[src/rtl/offchip_link_arbiter_pkg.sv]
// Shared types and widths for the off-chip link arbiter: byte/beat/source
// widths, default credit depth and the beat sequencer state encoding.
package offchip_link_arbiter_pkg;

    localparam int BYTE_W      = 8;
    localparam int BEAT_W      = 4;
    localparam int SRC_W       = 1;
    localparam int CREDITS_DEF = 8;
    localparam int CNT_W_DEF   = 4;

    typedef enum logic [1:0] {
        IDLE  = 2'd0,
        BEAT0 = 2'd1,
        BEAT1 = 2'd2
    } state_t;

endpackage

[src/rtl/offchip_link_arbiter_if.sv]
// Requester, link and credit signals of the arbiter; the slave modport is the
// arbiter's view, the master modport is the environment's view.
interface offchip_link_arbiter_if
    import offchip_link_arbiter_pkg::*;
#(
    parameter int CNT_W = CNT_W_DEF
) ();

    logic              req0_valid;
    logic [BYTE_W-1:0] req0_data;
    logic              req0_ready;
    logic              req1_valid;
    logic [BYTE_W-1:0] req1_data;
    logic              req1_ready;
    logic              prio_mode;
    logic              link_valid;
    logic [BEAT_W-1:0] link_data;
    logic [SRC_W-1:0]  link_src;
    logic              link_last;
    logic              credit_ret;
    logic [CNT_W-1:0]  credits_avail;
    logic              credit_err;

    // Requesters: a byte moves on the cycle where valid and ready are both 1;
    // ready is only ever raised when valid is already high. The link has no
    // backpressure: every cycle with link_valid=1 is one delivered beat.
    modport slave (
        input  req0_valid, req0_data, req1_valid, req1_data, prio_mode, credit_ret,
        output req0_ready, req1_ready, link_valid, link_data, link_src, link_last,
        output credits_avail, credit_err
    );

    modport master (
        output req0_valid, req0_data, req1_valid, req1_data, prio_mode, credit_ret,
        input  req0_ready, req1_ready, link_valid, link_data, link_src, link_last,
        input  credits_avail, credit_err
    );

endinterface

[src/rtl/offchip_link_arbiter_link_credit_counter.sv]
// Far-end beat-slot credit counter with the two sufficiency compares used by
// the arbiter's accept window and a sticky over-return flag.
module link_credit_counter #(
    parameter int CREDITS = 8,
    parameter int CNT_W   = 4   // 2**CNT_W must exceed CREDITS
) (
    input  logic             clk,
    input  logic             rst,
    input  logic             i_beat,
    input  logic             i_credit_ret,
    output logic [CNT_W-1:0] o_credits,
    output logic             o_ok_idle,
    output logic             o_ok_beat1,
    output logic             o_err
);

    localparam logic [CNT_W-1:0] FULL = CNT_W'(CREDITS);

    logic [CNT_W-1:0] r_cnt;
    logic             r_err;

    always_ff @(posedge clk) begin
        if (rst) begin
            r_cnt <= FULL;
            r_err <= 1'b0;
        end else begin
            case ({i_beat, i_credit_ret})
                2'b10:   r_cnt <= r_cnt - CNT_W'(1);
                2'b01: begin
                    if (r_cnt == FULL) r_err <= 1'b1;
                    else               r_cnt <= r_cnt + CNT_W'(1);
                end
                default: r_cnt <= r_cnt;
            endcase
        end
    end

    // In BEAT1 the beat on the wire has not been deducted yet, hence one extra.
    assign o_ok_idle  = (r_cnt >= CNT_W'(2));
    assign o_ok_beat1 = (r_cnt >= CNT_W'(3));
    assign o_credits  = r_cnt;
    assign o_err      = r_err;

endmodule

[src/rtl/offchip_link_arbiter.sv]
// Two-requester byte arbiter feeding a credit-controlled 4-bit link; each
// granted byte goes out as a low-nibble beat followed by a high-nibble beat.
module offchip_link_arbiter
    import offchip_link_arbiter_pkg::*;
#(
    parameter int CREDITS = CREDITS_DEF,
    parameter int CNT_W   = CNT_W_DEF
) (
    input  logic                  clk,
    input  logic                  rst,
    offchip_link_arbiter_if.slave io_bus,
    output state_t                o_state
);

    state_t            r_state;
    logic              r_last_grant;
    logic [BEAT_W-1:0] r_hi;
    logic              r_link_valid;
    logic [BEAT_W-1:0] r_link_data;
    logic [SRC_W-1:0]  r_link_src;
    logic              r_link_last;

    logic              w_ok_idle;
    logic              w_ok_beat1;
    logic              w_window;
    logic              w_accept;
    logic              w_win;
    logic [BYTE_W-1:0] w_win_data;

    assign w_window = ((r_state == IDLE)  && w_ok_idle) ||
                      ((r_state == BEAT1) && w_ok_beat1);
    assign w_accept = !rst && w_window && (io_bus.req0_valid || io_bus.req1_valid);

    always_comb begin
        w_win = io_bus.req1_valid;
        if (io_bus.req0_valid && io_bus.req1_valid)
            w_win = io_bus.prio_mode ? 1'b0 : ~r_last_grant;
    end

    assign w_win_data        = w_win ? io_bus.req1_data : io_bus.req0_data;
    assign io_bus.req0_ready = w_accept && !w_win;
    assign io_bus.req1_ready = w_accept &&  w_win;

    always_ff @(posedge clk) begin
        if (rst) begin
            r_state      <= IDLE;
            r_last_grant <= 1'b1;
            r_hi         <= '0;
            r_link_valid <= 1'b0;
            r_link_data  <= '0;
            r_link_src   <= '0;
            r_link_last  <= 1'b0;
        end else begin
            case (r_state)
                BEAT0: begin
                    r_state     <= BEAT1;
                    r_link_data <= r_hi;
                    r_link_last <= 1'b1;
                end
                IDLE, BEAT1: begin
                    if (w_accept) begin
                        r_state      <= BEAT0;
                        r_last_grant <= w_win;
                        r_hi         <= w_win_data[BYTE_W-1:BEAT_W];
                        r_link_valid <= 1'b1;
                        r_link_data  <= w_win_data[BEAT_W-1:0];
                        r_link_src   <= SRC_W'(w_win);
                        r_link_last  <= 1'b0;
                    end else begin
                        r_state      <= IDLE;
                        r_link_valid <= 1'b0;
                        r_link_data  <= '0;
                        r_link_src   <= '0;
                        r_link_last  <= 1'b0;
                    end
                end
                default: begin
                    r_state      <= IDLE;
                    r_link_valid <= 1'b0;
                end
            endcase
        end
    end

    link_credit_counter #(
        .CREDITS (CREDITS),
        .CNT_W   (CNT_W)
    ) u_credit (
        .clk          (clk),
        .rst          (rst),
        .i_beat       (r_link_valid),
        .i_credit_ret (io_bus.credit_ret),
        .o_credits    (io_bus.credits_avail),
        .o_ok_idle    (w_ok_idle),
        .o_ok_beat1   (w_ok_beat1),
        .o_err        (io_bus.credit_err)
    );

    assign io_bus.link_valid = r_link_valid;
    assign io_bus.link_data  = r_link_data;
    assign io_bus.link_src   = r_link_src;
    assign io_bus.link_last  = r_link_last;
    assign o_state           = r_state;

endmodule

[src/flat_wrapper.sv]
// flat-port wrapper written by rule: the top's interface ports become plain ports
module offchip_link_arbiter_flat import offchip_link_arbiter_pkg::*;
#(
    parameter int CREDITS = CREDITS_DEF,
    parameter int CNT_W   = CNT_W_DEF
)
  (clk, rst, o_state, io_bus_req0_valid, io_bus_req0_data, io_bus_req1_valid, io_bus_req1_data, io_bus_prio_mode, io_bus_credit_ret, io_bus_req0_ready, io_bus_req1_ready, io_bus_link_valid, io_bus_link_data, io_bus_link_src, io_bus_link_last, io_bus_credits_avail, io_bus_credit_err);
  offchip_link_arbiter_if #(.CNT_W(CNT_W)) io_bus_i ();
  input  logic clk;
  input  logic rst;
  output state_t o_state;
  input wire logic [$bits(io_bus_i.req0_valid)-1:0] io_bus_req0_valid;
  input wire logic [$bits(io_bus_i.req0_data)-1:0] io_bus_req0_data;
  input wire logic [$bits(io_bus_i.req1_valid)-1:0] io_bus_req1_valid;
  input wire logic [$bits(io_bus_i.req1_data)-1:0] io_bus_req1_data;
  input wire logic [$bits(io_bus_i.prio_mode)-1:0] io_bus_prio_mode;
  input wire logic [$bits(io_bus_i.credit_ret)-1:0] io_bus_credit_ret;
  output wire logic [$bits(io_bus_i.req0_ready)-1:0] io_bus_req0_ready;
  output wire logic [$bits(io_bus_i.req1_ready)-1:0] io_bus_req1_ready;
  output wire logic [$bits(io_bus_i.link_valid)-1:0] io_bus_link_valid;
  output wire logic [$bits(io_bus_i.link_data)-1:0] io_bus_link_data;
  output wire logic [$bits(io_bus_i.link_src)-1:0] io_bus_link_src;
  output wire logic [$bits(io_bus_i.link_last)-1:0] io_bus_link_last;
  output wire logic [$bits(io_bus_i.credits_avail)-1:0] io_bus_credits_avail;
  output wire logic [$bits(io_bus_i.credit_err)-1:0] io_bus_credit_err;
  assign io_bus_i.req0_valid = io_bus_req0_valid;
  assign io_bus_i.req0_data = io_bus_req0_data;
  assign io_bus_i.req1_valid = io_bus_req1_valid;
  assign io_bus_i.req1_data = io_bus_req1_data;
  assign io_bus_i.prio_mode = io_bus_prio_mode;
  assign io_bus_i.credit_ret = io_bus_credit_ret;
  assign io_bus_req0_ready = io_bus_i.req0_ready;
  assign io_bus_req1_ready = io_bus_i.req1_ready;
  assign io_bus_link_valid = io_bus_i.link_valid;
  assign io_bus_link_data = io_bus_i.link_data;
  assign io_bus_link_src = io_bus_i.link_src;
  assign io_bus_link_last = io_bus_i.link_last;
  assign io_bus_credits_avail = io_bus_i.credits_avail;
  assign io_bus_credit_err = io_bus_i.credit_err;
  offchip_link_arbiter #(.CREDITS(CREDITS), .CNT_W(CNT_W)) u_core (.clk(clk), .rst(rst), .io_bus(io_bus_i), .o_state(o_state));
endmodule
[config.mk]
export PLATFORM = sky130hd
export DESIGN_NAME = offchip_link_arbiter_flat
export DESIGN_NICKNAME = d
export VERILOG_FILES = /design/src/rtl/offchip_link_arbiter_pkg.sv /design/src/rtl/offchip_link_arbiter_if.sv /design/src/rtl/offchip_link_arbiter_link_credit_counter.sv /design/src/rtl/offchip_link_arbiter.sv /design/src/flat_wrapper.sv
export SDC_FILE = /design/constraint.sdc
export NUM_CORES = 1
export LEC_CHECK = 0
export BUFFER_PORTS_ARGS = -buffer_cell sky130_fd_sc_hd__buf_2
export CAP_MARGIN = 15
export CELL_PAD_IN_SITES_DETAIL_PLACEMENT = 0
export CELL_PAD_IN_SITES_GLOBAL_PLACEMENT = 1
export CORE_MARGIN = 4
export CORE_UTILIZATION = 39
export DETAILED_ROUTE_END_ITERATION = 12
export PLACE_DENSITY_LB_ADDON = 0.15
export REMOVE_ABC_BUFFERS = 1
export SETUP_SLACK_MARGIN = 0.05
export SLEW_MARGIN = 20
export SYNTH_ARGS = -nofsm -noshare
export SYNTH_HDL_FRONTEND = slang
export SYNTH_HIERARCHICAL = 1
export SYNTH_SLANG_ARGS = --single-unit
[constraint.sdc]
create_clock -name clk -period 3.6 [get_ports clk]
set_clock_uncertainty 0.2 [all_clocks]
set_input_delay 0.36 -clock clk [delete_from_list [all_inputs] [get_ports clk]]
set_output_delay 0.36 -clock clk [all_outputs]
set_load 0.1 [all_outputs]
==> results.cfg <==
[synth]
synth_simple_gate_area_share_pct = 19.4
synthMuxAreaShare_pct = 4.21
synth_top_cell_by_area = dfxtp_1
synth_edf_count = 0
synthTopCellsByArea = dfxtp_1 (34%), a311oi_2 (5.3%), a211oi_2 (4.4%), o21ai_0 (3.5%), a31oi_1 (3.3%)
ys_ff_latch = 19
async_flop_share_pct = 0
synth_top_area_share_pct = 33.7
syn_area_per_cell_um2 = 9.82
syn-cell-area_um2 = 1130
ys.flop_type = dfxtp_1
synth_warnings = 6
synth-compound-area-share_pct = 33.6
syn_inst = 115
yosys.area_share.xor_xnor_pct = 1.55
synth_fa_ha_area_share_pct = 3.99
seq_area_frac_synth_pct = 33.7
ys_types = 40
synth_top_family_by_area = compound AO/OA/AOI/OAI gates

[finish]
final_cell_area_um2 = 1360
areaGrowthSynthToFinish_pct = 20.4
drive_above_1_share_pct = 39.2
num-nets-final = 179
num-fill-cells = 283
antenna-diode-count = 0

[route]
drtPass1Iterations = 4
vias = 1007
vias_per_cell = 5.47
drc_errors = 0
wl_per_cell_um = 14.2
drt-initial-drc-count = 32
routed_wl_um = 2610
ant_nets = 0

[power_and_ir_drop]
pwr-share-seq_pct = 32.9
p_int_uw = 435
power_density_nw_per_um2 = 678
power_switching_uw = 486
leakagePower_uw = 0.000549
p_comb_share_pct = 55.9
peakVddDrop_uv = 483
swShare_pct = 52.8
clkPwrFrac_pct = 11.2

[timing]
setup_violations = 0
slew_headroom_pct = 67.5
fin_crit_ps = 2630
fmax_ghz = 0.381
fin_ws_ps = 973
worst_pin_slew_ps = 491
rsz0062_at_grt = no
final-max-slew-violation-count = 0
fin_crit_sh_pct = 73.0
hold_viol = 0

[placement]
globalplace.congestion = 0.725
io_buffer_count = 37
dpl_worst_slack_ps = 1300
dpl-instance-area_um2 = 1330
dpl.hpwl_um = 2030

[critical_path]
crit_type = flop to output port
crit_required_ps = 3040
crit_buf_inv = 1
end_kind = output port
cp.arrival_ps = 2070
cpPeakStageDelay_ps = 550
crit_slowest_cell = or3_2
cp_top_family = simple AND/OR/NAND/NOR gates
path_cells = or3_2 > mux2_4 > nand3_2 > a21oi_1 > buf_2
cp_max_fo = 7
cp-start-kind = flop

[grt]
antenna_found_initial = 0
grt_pass1_vias = 944
grt_use_total_pct = 15.1
grt_start_max_net_pins = 20
grt_overflow_total = 0
grt_pass1_wl_um = 4260

[die]
dieArea_um2 = 3820
die_w_um = 61.8
num_rows = 19
ios = 38
die_h_um = 61.8
coreArea_um2 = 2760
start_util_pct = 41.0

[clock_network]
clkLatencyLatePin_ps = 290
clockBufferDepth = 2
cts_tree = yes
cts_max_level = 1
clkTransAtPathRegs_ps = 90
root_buffer = clkbuf_4
postCtsSetupBuffers = 0
hold_buffers = 0
cts.sinks = 19
cts_resized = 0
cts_inserted_buffers = 3

[status]
status = complete, no violations

[flow_run]
cap_viol_max_count = 0

[worst_hold_path]
hold_class = input pin to flop
synth_stat cells (2+ instances only):
cell,count
xnor2_1,2
and2_1,4
o21ai_2,2
ha_1,2
nand3_1,6
o31a_1,4
a21oi_1,5
nand2b_1,3
o21ai_0,8
a311oi_2,4
inv_1,4
dfxtp_1,19
a211oi_1,2
nor2_1,8
a31oi_1,6
a211oi_2,4
o21bai_1,5
nand2_1,2
a32oi_1,4
layout by cell type (no fill, tap or decap), types with 4 or more instances in the layout:
master    synthesis  final
buf_2             1     37
dfxtp_1          19     19
nor2_1            8      8
o21ai_0           8      8
nand3_1           6      6
a31oi_1           6      6
a21oi_1           5      5
o21bai_1          5      5
inv_1             4      4
and2_1            4      4
a32oi_1           4      4
o31a_1            4      4
a211oi_2          4      4
a311oi_2          4      4
per-stage QoR:
step                      hold slack [ps]  cells  TNS, ps  utilization [%]  total power (uW)
final                                 168    184        0             49.3               922
after detailed placement              234    180        0             48.4               821
after global placement                235    180        0             48.4               819
after global routing                  181    184        0             49.3               977
after CTS                             162    184        0             49.3               927
after floorplan                       228    112     -150                -               733
flip-flops by register name, indices dropped and copies added (netlist names):
register	flops
u_core/u_credit/o_credits	4
u_core/o_state	2
u_core/r_hi	4
u_core/io_bus.link_src	1
u_core/r_last_grant	1
u_core/io_bus.link_data	4
u_core/io_bus.link_valid	1
u_core/u_credit/o_err	1
u_core/io_bus.link_last	1
worst paths after layout:
| kind | from | endpoint | slack (ps) | cells after the start |
|---|---|---|---|---|
| min reg2reg | u_core/io_bus.link_last$_SDFFE_PP0P_ | u_core/io_bus.link_last$_SDFFE_PP0P_ | 250 | 2 |
| max reg2reg | u_core/io_bus.link_valid$_SDFFE_PP0N_ | u_core/u_credit/o_credits[3]$_SDFFE_PP1P_ | 1560 | 6 |
| min | io_bus_credit_ret | u_core/u_credit/o_err$_SDFFE_PP0P_ | 170 | 3 |
| max | u_core/u_credit/o_credits[1]$_SDFFE_PP0P_ | io_bus_req0_ready | 970 | 5 |
area by class of cell:
type	instances	area (um^2)	share of cell area, %
multi-input combinational	88	708	52.1
sequential	19	380	28.0
timing repair buffer	37	185	13.6
tap	31	38.8	2.85
clock buffer	4	26.3	1.93
inverter	5	21.3	1.56
kinds of logic (layout without fill, tap and decap cells):
logic type               after synthesis  after routing
AO/OA/AOI/OAI                         47             47
XOR/XNOR                               2              2
adder cells (fa/ha/maj)                3              3
buffers and inverters                  8             46
flip-flops                            19             19
multiplexers                           3              3
AND/OR/NAND/NOR                       33             33
power by group through the flow:
| stage | clock network, uW | registers [uW] | logic [uW] |
|---|---|---|---|
| 2_1_floorplan | 0 | 515 | 218 |
| 3_3_place_gp | 0 | 306 | 513 |
| 3_5_place_dp | 0 | 308 | 513 |
| 4_1_cts | 108 | 303 | 516 |
| 5_1_grt | 117 | 312 | 548 |
| 6_report | 103 | 303 | 515 |
worst min-delay path: cells and delay by family:
kind | cells | cell delay (ps)
compound gates | 1 | 80
buf+inv | 1 | 110
simple gates | 1 | 70
per-layer routing:
metal / GRT usage (%) / wire length (um) / up-vias
li1: - / - / 523
met1: 21.4 / 1260 / 450
met2: 21.8 / 1130 / 30
met3: 4.75 / 179 / 4
met4: 4.85 / 35 / 0
met5: 0 / 0 / -
No activity file was read; power rests on OpenSTA's default activity.
